[config.mk]
export PLATFORM = sky130hd
export DESIGN_NAME = game_state_controller_flat
export DESIGN_NICKNAME = d
export VERILOG_FILES = /design/src/rtl/game_state_controller_if.sv /design/src/rtl/game_state_controller.sv /design/src/flat_wrapper.sv
export SDC_FILE = /design/constraint.sdc
export NUM_CORES = 1
export LEC_CHECK = 0
export CORE_UTILIZATION = 35
export DETAILED_ROUTE_END_ITERATION = 8
export MAX_ROUTING_LAYER = met4
export PLACE_DENSITY_LB_ADDON = 0.2
export SYNTH_ARGS = -nofsm -noshare
export SYNTH_HDL_FRONTEND = slang
export SYNTH_SLANG_ARGS = --single-unit
[constraint.sdc]
create_clock -name clk -period 5.3 [get_ports clk]
set_input_delay 1.06 -clock clk [delete_from_list [all_inputs] [get_ports clk]]
set_output_delay 1.06 -clock clk [all_outputs]
set_load 0.01 [all_outputs]
[src/rtl/game_state_controller_if.sv]
// Game sequencer bus: playfield events towards the sequencer, game status back out.
`timescale 1ns/1ps
interface game_state_controller_if;
    logic       tick;
    logic       start_btn;
    logic       pellet_eaten;
    logic       ghost_hit;
    logic [2:0] game_state;
    logic       move_en;
    logic       pm_respawn;
    logic       pellet_refill;
    logic [2:0] lives;
    logic [3:0] level;
    logic [6:0] pel_left;
    logic       blink;

    // Master drives the playfield events and observes the game status.
    modport master (
        output tick, start_btn, pellet_eaten, ghost_hit,
        input  game_state, move_en, pm_respawn, pellet_refill, lives, level, pel_left, blink
    );

    // Slave is the sequencer itself.
    modport slave (
        input  tick, start_btn, pellet_eaten, ghost_hit,
        output game_state, move_en, pm_respawn, pellet_refill, lives, level, pel_left, blink
    );
endinterface

[src/rtl/game_state_controller.sv]
// Top-level Pac-Man game sequencer: gates movement, issues respawn/refill pulses and keeps
// lives, level and pellets-left. All outputs are registered.
`timescale 1ns/1ps
module game_state_controller #(
    parameter int unsigned NUM_PELLETS = 64,
    parameter int unsigned START_LIVES = 3,
    parameter int unsigned READY_TICKS = 120,
    parameter int unsigned DEATH_TICKS = 90,
    parameter int unsigned CLEAR_TICKS = 120,
    parameter int unsigned BLINK_SHIFT = 4
) (
    input logic                    clk,
    input logic                    rst,
    game_state_controller_if.slave bus
);

    localparam int unsigned MaxRd    = (READY_TICKS > DEATH_TICKS) ? READY_TICKS : DEATH_TICKS;
    localparam int unsigned MaxTicks = (MaxRd > CLEAR_TICKS) ? MaxRd : CLEAR_TICKS;
    localparam int unsigned CntW     = $clog2(MaxTicks + 1);
    // Timer must also be wide enough to carry the blink bit.
    localparam int unsigned TimerW   = (CntW > BLINK_SHIFT + 1) ? CntW : BLINK_SHIFT + 1;

    typedef enum logic [2:0] {
        StIdle  = 3'd0,
        StReady = 3'd1,
        StPlay  = 3'd2,
        StDying = 3'd3,
        StClear = 3'd4,
        StOver  = 3'd5
    } state_e;

    state_e              state_q, state_d;
    logic [TimerW-1:0]   timer_q, timer_d;
    logic                start_q;
    logic [2:0]          lives_q, lives_d;
    logic [3:0]          level_q, level_d;
    logic [6:0]          pel_left_q, pel_left_d;
    logic                move_en_q, move_en_d;
    logic                respawn_q, respawn_d;
    logic                refill_q, refill_d;
    logic                blink_q, blink_d;
    logic                start_edge;
    logic                timed;

    assign start_edge = bus.start_btn & ~start_q;
    // OVER keeps counting so the blink keeps running while waiting for a new game.
    assign timed = (state_q == StReady) || (state_q == StDying) ||
                   (state_q == StClear) || (state_q == StOver);

    // Next-state, counters and registered-output values.
    always_comb begin
        state_d    = state_q;
        lives_d    = lives_q;
        level_d    = level_q;
        pel_left_d = pel_left_q;
        respawn_d  = 1'b0;
        refill_d   = 1'b0;

        unique case (state_q)
            StIdle, StOver: begin
                if (start_edge) begin
                    state_d    = StReady;
                    lives_d    = 3'(START_LIVES);
                    level_d    = 4'd1;
                    pel_left_d = 7'(NUM_PELLETS);
                    respawn_d  = 1'b1;
                    refill_d   = 1'b1;
                end
            end
            StReady: begin
                if (bus.tick && timer_q == TimerW'(READY_TICKS - 1)) begin
                    state_d = StPlay;
                end
            end
            StPlay: begin
                // Clearing the level takes precedence over a simultaneous ghost hit.
                if (bus.pellet_eaten && pel_left_q == 7'd1) begin
                    state_d    = StClear;
                    pel_left_d = 7'd0;
                end else begin
                    if (bus.pellet_eaten && pel_left_q != 7'd0) begin
                        pel_left_d = pel_left_q - 7'd1;
                    end
                    if (bus.ghost_hit) begin
                        state_d = StDying;
                        if (lives_q != 3'd0) begin
                            lives_d = lives_q - 3'd1;
                        end
                    end
                end
            end
            StDying: begin
                if (bus.tick && timer_q == TimerW'(DEATH_TICKS - 1)) begin
                    if (lives_q != 3'd0) begin
                        state_d   = StReady;
                        respawn_d = 1'b1;
                    end else begin
                        state_d = StOver;
                    end
                end
            end
            StClear: begin
                if (bus.tick && timer_q == TimerW'(CLEAR_TICKS - 1)) begin
                    state_d    = StReady;
                    level_d    = (level_q == 4'd15) ? 4'd15 : level_q + 4'd1;
                    pel_left_d = 7'(NUM_PELLETS);
                    respawn_d  = 1'b1;
                    refill_d   = 1'b1;
                end
            end
            default: begin
                state_d = StIdle;
            end
        endcase

        if (state_d != state_q) begin
            timer_d = '0;
        end else if (bus.tick && timed) begin
            timer_d = timer_q + 1'b1;
        end else begin
            timer_d = timer_q;
        end

        move_en_d = (state_d == StPlay);
        blink_d   = (state_d inside {StReady, StClear, StOver}) ? ~timer_d[BLINK_SHIFT] : 1'b1;
    end

    // State, counters and output registers; reset aborts any game in progress.
    always_ff @(posedge clk or posedge rst) begin
        if (rst) begin
            state_q    <= StIdle;
            timer_q    <= '0;
            start_q    <= 1'b0;
            lives_q    <= 3'd0;
            level_q    <= 4'd0;
            pel_left_q <= 7'd0;
            move_en_q  <= 1'b0;
            respawn_q  <= 1'b0;
            refill_q   <= 1'b0;
            blink_q    <= 1'b1;
        end else begin
            state_q    <= state_d;
            timer_q    <= timer_d;
            start_q    <= bus.start_btn;
            lives_q    <= lives_d;
            level_q    <= level_d;
            pel_left_q <= pel_left_d;
            move_en_q  <= move_en_d;
            respawn_q  <= respawn_d;
            refill_q   <= refill_d;
            blink_q    <= blink_d;
        end
    end

    assign bus.game_state    = state_q;
    assign bus.move_en       = move_en_q;
    assign bus.pm_respawn    = respawn_q;
    assign bus.pellet_refill = refill_q;
    assign bus.lives         = lives_q;
    assign bus.level         = level_q;
    assign bus.pel_left      = pel_left_q;
    assign bus.blink         = blink_q;

endmodule

[src/flat_wrapper.sv]
// flat-port wrapper written by rule: the top's interface ports become plain ports
module game_state_controller_flat 
#(
    parameter int unsigned NUM_PELLETS = 64,
    parameter int unsigned START_LIVES = 3,
    parameter int unsigned READY_TICKS = 120,
    parameter int unsigned DEATH_TICKS = 90,
    parameter int unsigned CLEAR_TICKS = 120,
    parameter int unsigned BLINK_SHIFT = 4
)
  (clk, rst, bus_tick, bus_start_btn, bus_pellet_eaten, bus_ghost_hit, bus_game_state, bus_move_en, bus_pm_respawn, bus_pellet_refill, bus_lives, bus_level, bus_pel_left, bus_blink);
  game_state_controller_if bus_i ();
  input logic clk;
  input logic rst;
  input wire logic [$bits(bus_i.tick)-1:0] bus_tick;
  input wire logic [$bits(bus_i.start_btn)-1:0] bus_start_btn;
  input wire logic [$bits(bus_i.pellet_eaten)-1:0] bus_pellet_eaten;
  input wire logic [$bits(bus_i.ghost_hit)-1:0] bus_ghost_hit;
  output wire logic [$bits(bus_i.game_state)-1:0] bus_game_state;
  output wire logic [$bits(bus_i.move_en)-1:0] bus_move_en;
  output wire logic [$bits(bus_i.pm_respawn)-1:0] bus_pm_respawn;
  output wire logic [$bits(bus_i.pellet_refill)-1:0] bus_pellet_refill;
  output wire logic [$bits(bus_i.lives)-1:0] bus_lives;
  output wire logic [$bits(bus_i.level)-1:0] bus_level;
  output wire logic [$bits(bus_i.pel_left)-1:0] bus_pel_left;
  output wire logic [$bits(bus_i.blink)-1:0] bus_blink;
  assign bus_i.tick = bus_tick;
  assign bus_i.start_btn = bus_start_btn;
  assign bus_i.pellet_eaten = bus_pellet_eaten;
  assign bus_i.ghost_hit = bus_ghost_hit;
  assign bus_game_state = bus_i.game_state;
  assign bus_move_en = bus_i.move_en;
  assign bus_pm_respawn = bus_i.pm_respawn;
  assign bus_pellet_refill = bus_i.pellet_refill;
  assign bus_lives = bus_i.lives;
  assign bus_level = bus_i.level;
  assign bus_pel_left = bus_i.pel_left;
  assign bus_blink = bus_i.blink;
  game_state_controller #(.NUM_PELLETS(NUM_PELLETS), .START_LIVES(START_LIVES), .READY_TICKS(READY_TICKS), .DEATH_TICKS(DEATH_TICKS), .CLEAR_TICKS(CLEAR_TICKS), .BLINK_SHIFT(BLINK_SHIFT)) u_core (.clk(clk), .rst(rst), .bus(bus_i));
endmodule
# After elaboration in Yosys (flattened, before gate mapping)
# Index checks and enable logic that the tools add are counted.
totals:
  ram_bits: 0
  mem_count: 0
  reg_bits: 29
  latch_bits: 0
  mem_bits_ro: 0
  output_inout_bits: 21
  elab_cells: 89
classes:
  shifts: 0
  n_lt_le_gt_ge: 0
  bitwise_logic: 3
  reduce_logical: 20
  mul: 0
  n_eq_ne: 20
  div_mod_pow: 0
  addsub: 4
  muxes: 31
op_table:
  columns: ["op", "count"]
  rows:
  - ["7-bit two-way mux", 6]
  - ["3-bit two-way mux", 11]
  - ["7-bit one-hot mux with 3 select lines", 1]
  - ["3-bit one-hot mux with 5 select lines", 1]
  - ["7-bit == test, second input constant", 2]
  - ["3-bit == test, second input constant", 4]
  - ["4-bit two-way mux", 3]
  - ["3-bit by 2-bit == test with 1-bit output, second input constant", 3]
  - ["3-bit nonzero test", 3]
  - ["4-bit one-hot mux with 2 select lines", 1]
  - ["7-bit by 1-bit adder with 7-bit output, second input constant", 1]
  - ["7-bit by 1-bit == test with 1-bit output, second input constant", 1]
  - ["7-bit nonzero test", 1]
  - ["7-bit by 1-bit subtractor with 7-bit output, second input constant", 1]
  - ["3-bit by 1-bit == test with 1-bit output, second input constant", 2]
  - ["2-bit != test, second input constant", 3]
  - ["3-bit one-hot mux with 2 select lines", 1]
  - ["2-bit nonzero test", 3]
  - ["1-bit logical AND", 5]
  - ["1-bit two-way mux", 5]
  - ["5-bit AND reduction", 1]
  - ["4-bit by 1-bit adder with 4-bit output, second input constant", 1]
  - ["4-bit == test, second input constant", 1]
  - ["2-bit by 1-bit != test with 1-bit output, second input constant", 2]
  - ["other kinds (12)", 15]

# Longest topological paths before layout
# Gate-level depths: netlist of run 1.
logic_depth:
  ltp_word: 9
  mapped_depth: 7
  depth_no_buf: 7

# Worst setup path after synthesis of run 1
# No wires, ideal clock.
synth_path:
  kind: "input -> register"
  startpoint: "input bus_tick"
  endpoint: "register u_core.blink_q, in the netlist u_core.bus.blink"
  n_path_buf: 0
  slack_ns: 2.930
  t_arrival_ns: 2.302
  stages: 5
  setup_time_ns: 0.068
  cell_sequence: "nand4b_1 > o31a_1 > a221o_1 > or4_4 > nand4bb_1"
synth_via:
  elab_chain_cells: 7
  word_cells_on_any_way: 16
  cone_classes: "eq/ne (4); mux (7); bitwise (1); reduce/logical (4)"
synth_rtl:
  columns: ["element", "line", "text"]
  rows:
  - ["from (decl)", "flat_wrapper.sv:15", "input wire logic [$bits(bus_i.tick)-1:0] bus_tick;"]
  - ["1-bit logical AND, on equally long branches", "game_state_controller.sv:71, game_state_controller.sv:103, game_state_controller.sv:93", null]
  - ["3-bit two-way mux, on equally long branches", "game_state_controller.sv:103, game_state_controller.sv:71, game_state_controller.sv:93", null]
  - ["3-bit one-hot mux with 5 select lines *", "game_state_controller.sv:59", "unique case (state_q)"]
  - ["net u_core.state_d[2]", "game_state_controller.sv:32", "state_e state_q, state_d;"]
  - ["3-bit != test", "game_state_controller.sv:116", "if (state_d != state_q) begin"]
  - ["7-bit two-way mux", "game_state_controller.sv:116", null]
  - ["1-bit NOT", "game_state_controller.sv:125", "blink_d = (state_d inside {StReady, StClear, StOver}) ? ~timer_d[BLINK_SHIFT] : 1'b1;"]
  - ["1-bit two-way mux *", "game_state_controller.sv:125", null]
  - ["net u_core.blink_d", "game_state_controller.sv:41", "logic blink_q, blink_d;"]
  - ["to (signal assigned)", "game_state_controller.sv:151", "blink_q <= blink_d;"]
  - ["to (decl)", "game_state_controller.sv:41", null]
# Mark *: on every way through the listed nets, which the timed path passes. The rest lies on a longest branch. The select of a mux whose other input is x is not followed.
# A chain may end at the register's enable or synchronous reset.

# Worst setup path in the final report of run 1
layout_path:
  startpoint: "input bus_tick"
  endpoint: "register u_core.move_en_q, in the netlist u_core.bus.move_en"
layout_via:
  elab_chain_cells: 4
  word_cells_on_any_way: 7
  cone_classes: "eq/ne (1); mux (4); reduce/logical (2)"
layout_rtl:
  columns: ["element", "line", "text"]
  rows:
  - ["1-bit logical AND, on equally long branches", "game_state_controller.sv:71, game_state_controller.sv:103, game_state_controller.sv:93", null]
  - ["3-bit two-way mux, on equally long branches", "game_state_controller.sv:103, game_state_controller.sv:71, game_state_controller.sv:93", null]
  - ["3-bit one-hot mux with 5 select lines *", "game_state_controller.sv:59", null]
  - ["net u_core.state_d[2]", "game_state_controller.sv:32", null]
  - ["3-bit by 2-bit == test with 1-bit output *", "game_state_controller.sv:124", "move_en_d = (state_d == StPlay);"]
  - ["net u_core.move_en_d", "game_state_controller.sv:38", "logic move_en_q, move_en_d;"]
  - ["to (signal assigned)", "game_state_controller.sv:148", "move_en_q <= move_en_d;"]
  - ["to (decl)", "game_state_controller.sv:38", null]
# Mark *: on every way through the listed nets, which the timed path passes. The rest lies on a longest branch.

==> results of run 1 <==
[layer usage]
metal | global-route usage [%] | part of all wire (%) | up-vias
met5 | - | 0 | -
met4 | 8.44 | 2.2 | 0
met3 | 4.22 | 4.3 | 10
met2 | 26.2 | 48 | 35
met1 | 21.1 | 46 | 692
li1 | - | - | 710
[worst min-delay path, cell delays in order, from the launching register on]
cell     delay [ns]
dfrtp_1        0.36
nand2_1        0.05
o31ai_1        0.06
[power groups by stage]
stage / sequential (mW) / clock, mW / combinational [mW]
floorplan: 0.320 / 0 / 0.128
global placement: 0.324 / 0 / 0.193
detailed placement: 0.327 / 0 / 0.203
CTS: 0.323 / 0.176 / 0.203
global route: 0.332 / 0.187 / 0.225
finish: 0.323 / 0.170 / 0.201
[per-stage QoR]
stage	setup WS (ns)	util, %
floorplan	2.93	-
global placement	2.29	44.6
detailed placement	2.23	44.6
CTS	2.52	46.4
global route	2.37	46.4
finish	2.51	46.4
[sequential cells by signal (all words and copies together) (netlist names)]
name	count
u_core.bus.blink	1
u_core.bus.pm_respawn	1
u_core.start_q	1
u_core.bus.pel_left	7
u_core.bus.lives	3
u_core.bus.level	4
u_core.bus.move_en	1
u_core.bus.game_state	3
u_core.bus.pellet_refill	1
u_core.timer_q	7
[cell usage in the layout (no fill, tap or decap), types with 2 or more instances in the layout]
| cell | instances |
|---|---|
| a21oi_1 | 13 |
| a31oi_1 | 3 |
| a41oi_1 | 2 |
| clkbuf_1 | 3 |
| clkbuf_8 | 5 |
| clkdlybuf4s50_1 | 26 |
| dfrtp_1 | 28 |
| ha_1 | 8 |
| inv_1 | 11 |
| nand2_1 | 12 |
| nand2b_1 | 2 |
| nand3_1 | 6 |
| nand3b_1 | 2 |
| nand4_1 | 2 |
| nand4b_1 | 4 |
| nand4bb_1 | 2 |
| nor2_1 | 17 |
| nor2b_1 | 4 |
| nor3_1 | 4 |
| nor3b_1 | 3 |
| nor4_1 | 3 |
| o21ai_0 | 8 |
| o22ai_1 | 3 |
| o31ai_1 | 2 |
| or3_1 | 3 |
| xor2_1 | 4 |
[cell families (layout without fill, tap and decap cells)]
group | after synthesis | count (layout)
DFF | 29 | 29
buffers and inverters | 15 | 46
AOI/OAI and AO/OA | 45 | 45
muxes | 1 | 1
and+or+nand+nor | 74 | 74
xor gates and xnor gates | 5 | 5
adders and majority gates | 8 | 8
[cell usage after synthesis, types with 2 or more instances]
library cell | instances | share of area (%)
ha_1 | 8 | 5.9
nand4_1 | 2 | 0.74
o31ai_1 | 2 | 0.89
nand3b_1 | 2 | 0.89
o22ai_1 | 3 | 1.1
a41oi_1 | 2 | 1.0
or3_1 | 3 | 1.1
nor3_1 | 4 | 1.2
nand2b_1 | 2 | 0.74
xor2_1 | 4 | 2.1
dfrtp_1 | 28 | 42
a21oi_1 | 13 | 3.9
nand4bb_1 | 2 | 1.3
a31oi_1 | 3 | 1.1
inv_1 | 11 | 2.5
nor2b_1 | 4 | 1.5
nand3_1 | 6 | 1.8
nor4_1 | 3 | 1.1
nand4b_1 | 4 | 2.1
buf_2 | 3 | 0.89
nor3b_1 | 3 | 1.3
o21ai_0 | 8 | 2.4
nand2_1 | 12 | 2.7
nor2_1 | 17 | 3.8
[layout make-up]
| class | instances | area share, % |
|---|---|---|
| multi-input cells | 133 | 43.2 |
| repair buffers | 26 | 12.5 |
| flip-flops and latches | 29 | 35.0 |
| inverters | 12 | 2.17 |
| well taps | 52 | 3.14 |
| clock buffers | 8 | 3.86 |
[final timing paths]
path | depth (start not counted) | slack, ns | endpoint
worst max register to register | 5 | 3.06 | u_core.bus.blink
min in group asynchronous | 2 | 1.36 | u_core.bus.lives[1]
max in group asynchronous | 2 | 3.28 | u_core.bus.level[2]
worst max-delay path | 6 | 2.51 | u_core.bus.move_en
worst min-delay path | 2 | 0.51 | u_core.bus.lives[2]
worst min register to register | 2 | 0.51 | u_core.bus.lives[2]
==> qor.txt, run 1 <==
Sw Share: 33.5%
sequential share of power: 46.6%
Cell Area, Synth: 0.00168 mm2
setup tns final: 0 ns
Setup crit start kind: input port
post-cts sizing count: 0
P_sw: 0.233 mW
max-slew violations: 0
CP peak stage delay: 0.51 ns
count of warnings emitted by yosys: 0
maximum vdd ir drop: 0.000135 V
Die H: 71.4 um
Logic pwr share: 28.9%
Peak Freq: 0.359 GHz
DP Area: 0.00199 mm2
beginning of the critical path: bus_tick
period utilization: 52.6%
Power per Cell Area: 334 mW/mm2
sequential element share of the synthesized area: 43.2%
crit path DAT: 2.99 ns
top_reg_cell synth: dfrtp_1
worst path bufs/invs: 1
GRT Resource Usage Total: 17.1%
# setup viols final: 0
Critical R2R Launch: u_core.bus.game_state[1]
WS Path Type: input port to register
Worst Path Max Fanout: 5
outcome: finished with violations
worst endpoint required time: 5.50 ns
flops & latches, synth: 29
total number of vias: 1447
Pre-antenna DRT Iters: 6
skew final: 0.00494 ns
Post-CTS Hold Fix Bufs: 0
initial antenna violation count: 0
area of the multi-input gates: 897 um2
Cell Int Power: 0.461 mW
failing checks: design-rule violations
IO Pins: 27
Initial Utilization: 37.6%
clock latency at the later pin of the worst-skew pair: 0.27 ns
post-synthesis mux area share: 0.594%
Die ar.: 0.00509 mm2
first-pass GRT wire length: 6.56 mm
Post-Layout Cell Count: 260
Fin. Hold Viols: 0
Core Box Area: 0.00447 mm2
vias per std cell: 5.57
Tightest Hold Check Type: register to register
clock share of power: 24.5%
WL/cell: 14.7 um
CTS clk-pin slew, worst paths: 0.06 ns
clock sinks: 29
RD Place Congestion: 0.909
EDFF count, synth: 0
Area Overhead vs Synth: 23.2%
Critical-path top delay cell: clkdlybuf4s50_1
First DRT Iteration DRCs: 89
Syn Nets: 191
simple-gate share of the synthesized area: 25.9%
antenna violation net count after detailed routing: 0
max_cap viols: 0
Worst Tran Pin Value: 1.09 ns
GR Overflow Total: 0
post-synth cell types: 52
Cells after DPL: 252
CTS root buf: clkbuf_8
Port Buffers: 26
Reg area: 727 um2
CTS Buffer Depth: 2
Max H-tree Level: 2
Synth Area in XOR/XNOR: 2.60%
Adder-Cell Fraction of Synth Area: 5.94%
Design Area, Final: 0.00207 mm2
RSZ-0062 raised after global routing: false
Synth async-reset ratio: 100%
Min-Delay Startpoint: u_core.bus.lives[2]
Fillers: 433
CTS tree: built
CP delay by family, top: simple AND/OR/NAND/NOR gates
WHS: 0.509 ns
Static Leak: 0.860 nW
max_slew headroom: 27.2%
Total Power: 0.694 mW
Placement Rows: 24
Post-Syn Instances: 177
crit path cell chain: clkdlybuf4s50_1, nand4b_1, o31a_1, a221o_1, or4_4, nor2_1
antenna diode count: 0
pin count of the biggest net entering global routing: 30
Die X: 71.4 um
Mapped Avg Cell Area: 9.51 um2
Num CTS Buffers: 5
WL final: 3.82 mm
Post-CTS Setup Bufs: 0
Final Critical Period: 2.79 ns
share of cells above drive strength 1: 8.17%
Residual DRC: 2
Critical Path End Type: register
compound-gate portion of the synthesized area: 18.2%
hpwl dp: 2.93 mm
vias in the first global route: 1407
largest family of logic cells by synthesized area: simple AND/OR/NAND/NOR gates
NumNets Final: 221
Power figures use the tool's default switching activity.
==> inputs of run 2 (changes only) <==
Clock period 5.3 ns to 2.6 ns, I/O delays scaled along.
==> run 2 against run 1 <==
  * The flow still finishes with violations (design-rule violations)
  * Clock-buffer cell count fell by 1
  * Via count is 3.9% higher
  * Wire length is 4.5% higher
  * Global-route usage up 0.42 points
  * Sequential share of layout area fell by 0.72 points
  * Die area stayed put
  * Critical endpoint is now u_core.bus.blink
  * Highest routed layer unchanged
==> qor.txt, run 2 (same netlist as run 1, synthesis figures left out) <==
vias per std cell: 5.70 (+2.4%)
WL final: 3.99 mm (+4.5%)
Design Area, Final: 0.00212 mm2 (+2.1%)
RSZ-0062 raised after global routing: false
most frequent cells in the layout: dfrtp_1, clkdlybuf4s50_1, nor2_1
Power per Cell Area: 679 mW/mm2 (+100%)
Total Power: 1.44 mW (+110%)
sequential share of power: 45.3% (-1.3 points)
Initial Utilization: 37.6% (unchanged)
Worst Path Max Fanout: 5 (unchanged)
outcome: finished with violations
share of cells above drive strength 1: 10.8% (+2.7 points)
Post-CTS Setup Bufs: 0 (unchanged)
maximum vdd ir drop: 0.000232 V (+71%)
CTS Buffer Depth: 2 (unchanged)
Residual DRC: 2 (unchanged)
worst path bufs/invs: 1 (unchanged)
P_sw: 0.473 mW (+100%)
Fin. Hold Viols: 0 (unchanged)
Post-Layout Cell Count: 264 (+1.5%)
flop2flop setup slack: 0.47 ns (-2.59 ns)
RD Place Congestion: 0.911 (+0.21%)
CTS tree: built
Critical-path top delay cell: clkdlybuf4s50_1
Static Leak: 0.890 nW (+3.5%)
Area Overhead vs Synth: 25.8%
Post-CTS Hold Fix Bufs: 0 (unchanged)
IO Pins: 27 (unchanged)
Cells after DPL: 257 (+2.0%)
Worst Tran Pin Value: 0.446 ns (-0.644 ns)
total number of vias: 1504 (+3.9%)
vias in the first global route: 1492 (+6.0%)
first-pass GRT wire length: 6.80 mm (+3.8%)
CP delay by family, top: simple AND/OR/NAND/NOR gates
Sw Share: 32.9% (-0.63 points)
Die H: 71.4 um (unchanged)
failing checks: design-rule violations
NumNets Final: 226 (+2.3%)
# setup viols final: 0 (unchanged)
CTS root buf: clkbuf_8
Port Buffers: 26 (unchanged)
Final Critical Period: 2.23 ns
Cell Int Power: 0.965 mW (+110%)
max-slew violations: 0 (unchanged)
clock latency at the later pin of the worst-skew pair: 0.28 ns (about the same)
Die X: 71.4 um (unchanged)
commonest non-fill, non-tap cell in the layout: dfrtp_1
crit path cell chain: clkdlybuf4s50_1, nand4b_1, o31a_1, a221o_1, or4_4, nand4bb_1
Reg area: 727 um2 (unchanged)
Die ar.: 0.00509 mm2 (unchanged)
Logic pwr share: 29.1% (+0.2 points)
Core Box Area: 0.00447 mm2 (unchanged)
clock sinks: 29 (unchanged)
post-cts sizing count: 0 (unchanged)
crit path DAT: 2.43 ns (-0.56 ns)
max_cap viols: 0 (unchanged)
Peak Freq: 0.449 GHz
Num CTS Buffers: 5 (unchanged)
DP Area: 0.00203 mm2 (+1.9%)
CP peak stage delay: 0.51 ns (about the same)
area of the multi-input gates: 897 um2 (unchanged)
Fillers: 419 (-3.2%)
First DRT Iteration DRCs: 106 (+19%)
setup tns final: 0 ns (unchanged)
Tightest Hold Check Type: register to register
period utilization: 85.6%
clock share of power: 25.6% (+1.1 points)
Max H-tree Level: 2 (unchanged)
GRT Resource Usage Total: 17.5% (+0.42 points)
WS Path Type: input port to register
max_slew headroom: 70.3% (+43 points)
Placement Rows: 24 (unchanged)
GR Overflow Total: 0 (unchanged)
Setup crit start kind: input port
initial antenna violation count: 0 (unchanged)
antenna violation net count after detailed routing: 0 (unchanged)
WHS: 0.529 ns (+0.0202 ns)
Pre-antenna DRT Iters: 6 (unchanged)
Critical Path End Type: register
antenna diode count: 0 (unchanged)
worst endpoint required time: 2.81 ns (-2.69 ns)
pin count of the biggest net entering global routing: 30 (unchanged)
hpwl dp: 2.90 mm (-1.1%)
skew final: 0.00578 ns (+0.000847 ns)
CTS clk-pin slew, worst paths: 0.06 ns (about the same)
WL/cell: 15.1 um (+2.9%)
run 2: final timing paths:
check	to	depth (start not counted)	startpoint
min in group asynchronous	u_core.bus.lives[1]	3	rst
worst min-delay path	u_core.bus.lives[2]	2	u_core.bus.lives[2]
worst max register to register	u_core.bus.pel_left[6]	7	u_core.bus.pel_left[1]
worst min register to register	u_core.bus.lives[2]	2	u_core.bus.lives[2]
worst max-delay path	u_core.bus.blink	6	bus_tick
max in group asynchronous	u_core.bus.blink	3	rst
run 2: through the flow:
step	setup slack [ns]	util, %
after floorplan	0.589	-
after global placement	0.185	45.4
after detailed placement	0.137	45.4
after CTS	0.415	47.3
after global routing	0.321	47.3
final	0.374	47.3
run 2: power by group through the flow:
stage	Sequential (mW)	Clock, mW	Combinational, mW
final	0.651	0.368	0.419
after global routing	0.667	0.400	0.466
after CTS	0.650	0.383	0.420
after detailed placement	0.656	0	0.419
after global placement	0.654	0	0.405
after floorplan	0.652	0	0.261
run 2: cell type report:
type,instances,share of cell area [%]
Timing Repair Buffer,31,14.1
Inverter,12,2.13
Tap cell,52,3.07
Multi-Input combinational cell,133,42.4
Clock buffer,7,4.08
Sequential cell,29,34.3
run 2: layer usage:
layer | track usage (%) | vias to the layer above | wire (um)
met5 | - | - | 0
met4 | 7.56 | 0 | 82
met3 | 4.50 | 10 | 233
met2 | 27.4 | 57 | 1820
met1 | 21.5 | 719 | 1850
li1 | - | 718 | -
run 2: worst min-delay path, stage by stage (launching register included):
cell     delay, ns
dfrtp_1       0.37
nand2_1       0.06
o31ai_1       0.07
==> inputs of run 3 (changes only) <==
Settings changed: CORE_UTILIZATION 35 to 25.
==> run 3 against run 2 <==
  * The flow still finishes with violations (design-rule violations)
  * Largest power group unchanged
  * Critical endpoint is now bus_game_state[1]
  * Sequential share of layout area decreased by 0.52 points
  * Sequential power increased by 0.6%
  * Sequential cell count unchanged
  * Design area increased by 1.5%
==> qor.txt, run 3 (same netlist as run 1, synthesis figures left out) <==
WHS: 0.509 ns (-0.0201 ns)
maximum vdd ir drop: 0.000175 V (-24%)
pin count of the biggest net entering global routing: 30 (unchanged)
commonest non-fill, non-tap cell in the layout: dfrtp_1
max_slew headroom: 69.1% (-1.2 points)
Worst Path Max Fanout: 11 (+6)
Post-CTS Setup Bufs: 0 (unchanged)
# setup viols final: 0 (unchanged)
WS Path Type: register to output pin
setup tns final: 0 ns (unchanged)
vias per std cell: 5.07 (-11%)
Setup WS post-layout: 0.459 ns (+0.0853 ns)
outcome: finished with violations
Placement Rows: 29 (+21%)
clock sinks: 29 (unchanged)
Die H: 84.1 um (+18%)
Power per Cell Area: 661 mW/mm2 (-2.7%)
Final Critical Period: 2.14 ns (-0.0853 ns)
GRT Resource Usage Total: 13.0% (-4.5 points)
total number of vias: 1475 (-1.9%)
failing checks: design-rule violations
RD Place Congestion: 0.791 (-13%)
Design Area, Final: 0.00215 mm2 (+1.5%)
Fin. Hold Viols: 0 (unchanged)
hpwl dp: 2.94 mm (+1.7%)
Static Leak: 0.889 nW (about the same)
NumNets Final: 227 (+0.44%)
CTS tree: built
CTS clk-pin slew, worst paths: 0.06 ns (about the same)
vias in the first global route: 1386 (-7.1%)
DP Area: 0.00207 mm2 (+1.9%)
Area Overhead vs Synth: 27.7%
Fillers: 654 (+56%)
skew final: 0.00447 ns (-0.00132 ns)
crit path DAT: 1.62 ns (-0.81 ns)
WL final: 4.11 mm (+3.0%)
most frequent cells in the layout: dfrtp_1, clkdlybuf4s50_1, nor2_1
Die X: 84.1 um (+18%)
Pre-antenna DRT Iters: 7 (+1)
Initial Utilization: 26.2% (-11 points)
CTS root buf: clkbuf_8
worst endpoint required time: 2.08 ns (-0.73 ns)
Total Power: 1.42 mW (-1.2%)
Critical Path End Type: output pin
IO Pins: 27 (unchanged)
CTS Buffer Depth: 2 (unchanged)
WL/cell: 14.1 um (-6.5%)
max-slew violations: 0 (unchanged)
Max H-tree Level: 2 (unchanged)
First DRT Iteration DRCs: 83 (-22%)
Residual DRC: 4 (+2)
Setup WS pre-CTS: 0.173 ns (+0.0355 ns)
Worst Tran Pin Value: 0.460 ns (+0.0143 ns)
initial antenna violation count: 0 (unchanged)
RSZ-0062 raised after global routing: false
post-cts sizing count: 0 (unchanged)
max_cap viols: 0 (unchanged)
first-pass GRT wire length: 7.01 mm (+3.0%)
share of cells above drive strength 1: 10.7% (-0.10 points)
Core Box Area: 0.00642 mm2 (+44%)
Num CTS Buffers: 5 (unchanged)
Post-CTS Hold Fix Bufs: 0 (unchanged)
Peak Freq: 0.467 GHz (+4.0%)
GR Overflow Total: 0 (unchanged)
Setup crit start kind: register
Die ar.: 0.00707 mm2 (+39%)
clock latency at the later pin of the worst-skew pair: 0.28 ns (about the same)
Port Buffers: 26 (unchanged)
Tightest Hold Check Type: register to register
period utilization: 82.3% (-3.3 points)
antenna violation net count after detailed routing: 0 (unchanged)
antenna diode count: 0 (unchanged)
-- run 3: where the power goes --
group	total (mW)	switching (mW)	leakage, nW	internal [mW]
registers	0.655	0.105	0.362	0.549
logic	0.412	0.205	0.487	0.206
clock network	0.355	0.165	0.0395	0.190
total	1.42	0.476	0.889	0.945
-- run 3: final cells by class --
class | count | area, um2 | share of cell area [%]
inverters | 12 | 45.0 | 2.09
well taps | 77 | 96.3 | 4.48
multi-input cells | 133 | 897 | 41.7
repair buffers | 32 | 305 | 14.2
clock buffers | 8 | 80.1 | 3.72
flip-flops and latches | 29 | 727 | 33.8
-- run 3: metrics by stage --
step	util [%]	std cells
after floorplan	-	177
after global placement	32.2	283
after detailed placement	32.2	283
after CTS	33.5	291
after global routing	33.5	291
final	33.5	291
-- run 3: critical path, cell delays in order (launching register included) --
cell	delay, ns
dfrtp_1	0.59
buf_4	0.21
clkdlybuf4s50_1	0.53
-- run 3: worst paths after layout --
check,slack [ns],cells after the start,end,start
worst min register to register,0.51,2,u_core.bus.lives[2],u_core.bus.lives[2]
worst min-delay path,0.51,2,u_core.bus.lives[2],u_core.bus.lives[2]
worst max-delay path,0.46,2,bus_game_state[1],u_core.bus.game_state[1]
min in group asynchronous,0.61,3,u_core.bus.pm_respawn,rst
max in group asynchronous,1.67,3,u_core.bus.blink,rst
worst max register to register,0.51,5,u_core.bus.blink,u_core.bus.pel_left[4]
-- run 3: per-layer routing --
metal  track usage [%]  vias to the layer above  routed length [um]
met1              16.7                      723                2020
met4              4.70                        0                  69
met3              3.36                        9                 128
met2              19.7                       22                1900
met5                 -                        -                   0
li1                  -                      721                   -
